--- src/rtl/bw_div_pkg.sv ---
// Shared types and sizing helpers for the bw_div sequential signed divider.
// State encoding plus the iteration-count and latency constants derived from BW.
package bw_div_pkg;

    typedef enum logic [1:0] {
        IDLE = 2'd0,
        CALC = 2'd1,
        FIX  = 2'd2,
        DONE = 2'd3
    } state_t;

    // One restoring iteration per dividend bit.
    function automatic int iter_count(input int bw);
        return 2 * bw - 1;
    endfunction

    // Clocks from the accepting edge to out_valid for a non-zero divisor.
    function automatic int latency(input int bw);
        return 2 * bw + 1;
    endfunction

endpackage

--- src/rtl/bw_div_cneg.sv ---
// Conditional two's-complement negate: y = neg ? -a : a, at width W.
// Used for operand magnitudes and for the final sign correction.
module bw_cneg #(
    parameter int W = 8
) (
    input  logic [W-1:0] a,
    input  logic         neg,
    output logic [W-1:0] y
);

    localparam logic [W-1:0] ONE = {{(W-1){1'b0}}, 1'b1};

    assign y = neg ? (~a + ONE) : a;

endmodule

--- src/rtl/bw_div.sv ---
// Sequential radix-2 restoring signed divider: (2*BW-1)-bit dividend / BW-bit divisor.
// Define BW_DIV_SAT_EN to saturate the quotient (and zero the remainder) on overflow.
module bw_div
    import bw_div_pkg::*;
#(
    parameter int BW = 8
) (
    input  logic            clk,
    input  logic            rst_n,
    input  logic            in_valid,
    output logic            in_ready,
    input  logic [2*BW-2:0] dividend,
    input  logic [BW-1:0]   divisor,
    output logic            out_valid,
    input  logic            out_ready,
    output logic [BW-1:0]   quotient,
    output logic [BW-1:0]   remainder,
    output logic            ovf,
    output logic            dbz
);

    localparam int NW    = 2 * BW - 1;
    localparam int NITER = iter_count(BW);
    localparam int CW    = $clog2(NITER + 1);

    localparam logic [NW-1:0] QMAG_POS_MAX = NW'((1 << (BW - 1)) - 1);
    localparam logic [NW-1:0] QMAG_NEG_MAX = NW'(1 << (BW - 1));
`ifdef BW_DIV_SAT_EN
    localparam logic [BW-1:0] Q_SAT_POS = {1'b0, {(BW-1){1'b1}}};
    localparam logic [BW-1:0] Q_SAT_NEG = {1'b1, {(BW-1){1'b0}}};
`endif

    state_t          state;
    logic [NW-1:0]   nmag;      // dividend magnitude shifts out MSB-first, quotient bits shift in
    logic [BW-1:0]   dmag;
    logic [BW-1:0]   rmag;
    logic            sd;
    logic            sq;
    logic [CW-1:0]   cnt;

    logic [NW-1:0]   dividend_abs;
    logic [BW-1:0]   divisor_abs;
    logic [BW-1:0]   q_signed;
    logic [BW-1:0]   r_signed;

    logic [BW-1:0]   shifted;
    logic [BW:0]     trial;
    logic            qbit;
    logic [BW-1:0]   rmag_next;
    logic            ovf_calc;

    bw_cneg #(.W(NW)) u_abs_dividend (
        .a   (dividend),
        .neg (dividend[NW-1]),
        .y   (dividend_abs)
    );

    bw_cneg #(.W(BW)) u_abs_divisor (
        .a   (divisor),
        .neg (divisor[BW-1]),
        .y   (divisor_abs)
    );

    // Low BW bits of -qmag equal the negation of its low BW bits.
    bw_cneg #(.W(BW)) u_fix_quotient (
        .a   (nmag[BW-1:0]),
        .neg (sq),
        .y   (q_signed)
    );

    bw_cneg #(.W(BW)) u_fix_remainder (
        .a   (rmag),
        .neg (sd),
        .y   (r_signed)
    );

    // Partial remainder stays below |divisor| <= 2^(BW-1), so its MSB is always
    // clear and the shifted value fits in BW bits; one extra bit carries the borrow.
    assign shifted   = {rmag[BW-2:0], nmag[NW-1]};
    assign trial     = {1'b0, shifted} - {1'b0, dmag};
    assign qbit      = ~trial[BW];
    assign rmag_next = qbit ? trial[BW-1:0] : shifted;

    // qmag == 0 compares false in both arms, so a zero quotient never overflows.
    assign ovf_calc  = sq ? (nmag > QMAG_NEG_MAX) : (nmag > QMAG_POS_MAX);

    // NOTE: every register here is sequential state, so all updates use
    // non-blocking assignments and are cleared by the asynchronous reset,
    // which also discards any operation in flight.
    always_ff @(posedge clk or negedge rst_n) begin
        if (!rst_n) begin
            state     <= IDLE;
            in_ready  <= 1'b1;
            out_valid <= 1'b0;
            quotient  <= '0;
            remainder <= '0;
            ovf       <= 1'b0;
            dbz       <= 1'b0;
            nmag      <= '0;
            dmag      <= '0;
            rmag      <= '0;
            sd        <= 1'b0;
            sq        <= 1'b0;
            cnt       <= '0;
        end else begin
            case (state)
                IDLE: begin
                    if (in_valid) begin
                        sd       <= dividend[NW-1];
                        sq       <= dividend[NW-1] ^ divisor[BW-1];
                        nmag     <= dividend_abs;
                        dmag     <= divisor_abs;
                        rmag     <= '0;
                        in_ready <= 1'b0;
                        if (divisor == '0) begin
                            quotient  <= '0;
                            remainder <= '0;
                            ovf       <= 1'b1;
                            dbz       <= 1'b1;
                            state     <= DONE;
                        end else begin
                            cnt   <= CW'(NITER);
                            state <= CALC;
                        end
                    end
                end

                CALC: begin
                    nmag <= {nmag[NW-2:0], qbit};
                    rmag <= rmag_next;
                    cnt  <= cnt - CW'(1);
                    if (cnt == CW'(1)) begin
                        state <= FIX;
                    end
                end

                FIX: begin
                    ovf <= ovf_calc;
                    dbz <= 1'b0;
`ifdef BW_DIV_SAT_EN
                    if (ovf_calc) begin
                        quotient  <= sq ? Q_SAT_NEG : Q_SAT_POS;
                        remainder <= '0;
                    end else begin
                        quotient  <= q_signed;
                        remainder <= r_signed;
                    end
`else
                    quotient  <= q_signed;
                    remainder <= r_signed;
`endif
                    state <= DONE;
                end

                DONE: begin
                    // out_valid rises on the first DONE edge, so results are
                    // settled a full cycle before the consumer sees them.
                    if (!out_valid) begin
                        out_valid <= 1'b1;
                    end else if (out_ready) begin
                        out_valid <= 1'b0;
                        in_ready  <= 1'b1;
                        state     <= IDLE;
                    end
                end

                default: begin
                    state <= IDLE;
                end
            endcase
        end
    end

endmodule

--- config.mk ---
export PLATFORM = sky130hd
export DESIGN_NAME = bw_div
export DESIGN_NICKNAME = d
export VERILOG_FILES = /design/src/rtl/bw_div_pkg.sv /design/src/rtl/bw_div_cneg.sv /design/src/rtl/bw_div.sv
export SDC_FILE = /design/constraint.sdc
export NUM_CORES = 1
export LEC_CHECK = 0
export CAP_MARGIN = 30
export CORE_MARGIN = 10
export CORE_UTILIZATION = 49
export CTS_CLUSTER_DIAMETER = 60
export DETAILED_ROUTE_END_ITERATION = 12
export DONT_BUFFER_PORTS = 1
export SYNTH_ARGS = -nofsm -noshare
export SYNTH_HDL_FRONTEND = slang
export SYNTH_SLANG_ARGS = --single-unit
--- constraint.sdc ---
create_clock -name clk -period 3.1 [get_ports clk]
set_input_delay 0.62 -clock clk [delete_from_list [all_inputs] [get_ports clk]]
set_output_delay 0.62 -clock clk [all_outputs]
set_load 0.01 [all_outputs]
==> flow_metrics.tcl <==
set metrics [dict create \
    place_congestion 0.791 \
    ant_nets 0 \
    cts-hold-fix-buffers 1 \
    yosysMostFrequentCell "nand2_1" \
    clock_skew_ps 10.1 \
    num_vias 2954 \
    maxCapViolCount 0 \
    synth_commonest_cells "nand2_1 (72), dfrtp_1 (58), o21ai_0 (54), inv_1 (29)" \
    slew_headroom 0.316 \
    synth_largest_area_cell "dfrtp_1" \
    drtIter0Drc 137 \
    hold_viol_final 0 \
    reg2reg_to "remainder[2]$_DFFE_PN0P_" \
    die_height_um 108 \
    hold_class "input pin to async pin" \
    crit_fanout 24 \
    synth.distinct_cells 51 \
    ys_seq_area_frac 0.393 \
    placementRows 31 \
    grt.total_usage 0.152 \
    fin_tns_setup_ps 0 \
    post_cts_resized 0 \
    synthDominantCellAreaShare 0.386 \
    numClockSinks 59 \
    cts_tree "built" \
    power.density_mw_per_mm2 1020 \
    status "complete, no violations" \
    drt-total-wl_mm 8.30 \
    place_hpwl_mm 6.10 \
    fin_cells 530 \
    path_class "register to register" \
    wl_per_cell_um 15.7 \
    numPortBuffers 0 \
    reg2regPathDepth 5 \
    pin_count 47 \
    grt_pass1_vias 2890 \
    post_cts_buffers 0 \
    worstPathArrival_ps 2470 \
    cts.path.max_buffers 2 \
    grt_max_degree 59 \
    rrSetupSlack_ps 790 \
    start_util 0.511 \
    leakagePower_nw 1.81 \
    nFillCells 693 \
    multi_input_area_mm2 0.00211 \
    min_period_ps 2310 \
    worstMarginPinSlew_ps 1030 \
    dpl_cell_area_mm2 0.00386 \
    finalPower_mw 4.15 \
    cts_buffers 9 \
    cts_root_buf "clkbuf_8" \
    start_kind "register" \
    vdd_drop_max_uv 608 \
    grt_pass1_wl_mm 14.3 \
    h-tree-depth 3 \
    yosysWarnings 0 \
    ys_ff_latch 59 \
    final_core_utilization 0.555 \
    final-setup-viol-count 0 \
    drv_slew 0 \
    synth-async-reset-ratio 1.00 \
    antenna_found_initial 0 \
    synth_edf_count 0 \
    dp_cells 514 \
    ff_latch_area_mm2 0.00148 \
    area_delta_synth_final_pct 8.71 \
    synth_cells 430 \
    core_mm2 0.00737 \
    worstSetupEndpointType "register" \
    synth_area_per_cell_um2 8.75 \
    nets 475 \
    final_layout_size_suffix_gt1_frac 0.0742 \
    finalInstanceArea_mm2 0.00409 \
    crit_required_ps 3260 \
    grt_setup_unrepaired "false" \
    syn_area_mm2 0.00376 \
    die-width_um 108 \
    finalCritPeriodShare 0.745 \
    clk_latency_ps 330 \
    r2r_start "state[1]$_DFFE_PN0P_" \
    viasPerCell 5.57 \
    die_area_mm2 0.0116 \
    drc 0 \
    yosys-top-cells-area "dfrtp_1 (39%), nand2_1 (7.2%), o21ai_0 (7.2%)" \
    synth_top_flop_cell "dfrtp_1" \
    synth_nets 478 \
    antenna_cells 0 \
    max_freq_mhz 433 \
    firstDrtPassIters 4 \
    overflow 0 \
    cts.clk_slew.worst_paths_ps 70 \
]
==> worst max-delay path, cell delays in order, from the launching register on <==
cell and delay (ps):
dfrtp_1 420, inv_1 110, ha_1 410, nor2b_1 120
a41oi_2 830, o21ai_0 240
==> stage by stage <==
stage | hold slack (ps) | setup slack [ps]
5_1_grt | 94.7 | 599
4_1_cts | 103 | 786
6_report | 119 | 789
3_5_place_dp | 326 | 583
3_3_place_gp | 327 | 680
2_1_floorplan | 324 | 949
==> cell families after synthesis <==
logic type	count (synthesis)	share of synthesized area
simple gates	140	0.174
compound gates	112	0.192
flops	59	0.393
buf+inv	49	0.0499
xor+xnor	34	0.0791
fa+ha+maj	21	0.0718
mux	15	0.0406
==> report_power, final <==
group | internal, mW | switching [mW]
Sequential | 1.10 | 0.386
Combinational | 0.807 | 1.11
Clock | 0.447 | 0.305
Total | 2.35 | 1.80
==> state kept, by name, summed over array words and instances, names as in the netlist <==
| register | count |
|---|---|
| nmag | 15 |
| dmag | 8 |
| quotient | 8 |
| remainder | 8 |
| rmag | 8 |
| cnt | 4 |
| state | 2 |
| dbz | 1 |
| in_ready | 1 |
| out_valid | 1 |
| ovf | 1 |
| sd | 1 |
| sq | 1 |
==> how the worst max path moves through the flow <==
stage / startpoint / end / slack, ps / cells past startpoint
after floorplan: dividend[3] / nmag[12]$_DFFE_PN0P_ / 950 / 5
after global placement: divisor[0] / remainder[1]$_DFFE_PN0P_ / 680 / 6
after detailed placement: divisor[0] / remainder[2]$_DFFE_PN0P_ / 580 / 6
after CTS: state[1]$_DFFE_PN0P_ / remainder[2]$_DFFE_PN0P_ / 790 / 5
after global routing: state[1]$_DFFE_PN0P_ / remainder[2]$_DFFE_PN0P_ / 600 / 5
final: state[1]$_DFFE_PN0P_ / remainder[2]$_DFFE_PN0P_ / 790 / 5
==> cell type report <==
type	instances	share of cell area
repair buffers	6	0.0159
clock inverters	5	0.0193
multi-input cells	322	0.515
well taps	99	0.0303
inverters	29	0.0266
flip-flops and latches	59	0.361
clock buffers	10	0.0312
==> cells in the final DEF, fill, tap and decap left out, types with 9 or more instances in the layout <==
cell type / count
o21ai_0: 54
xor2_1: 21
ha_1: 20
nand2_1: 72
a21oi_1: 16
mux2i_1: 12
nor2_1: 21
inv_1: 29
dfrtp_1: 58
clkbuf_8: 9
xnor2_1: 13
nand2b_1: 9
==> per-layer routing <==
layer | share of wire | up-vias | global-route usage
li1 | - | 1495 | -
met1 | 0.47 | 1380 | 0.197
met2 | 0.46 | 75 | 0.235
met3 | 0.072 | 4 | 0.0533
met4 | 0.0061 | 0 | 0.0372
met5 | 0 | - | 0
(Power assumes the default switching activity.)
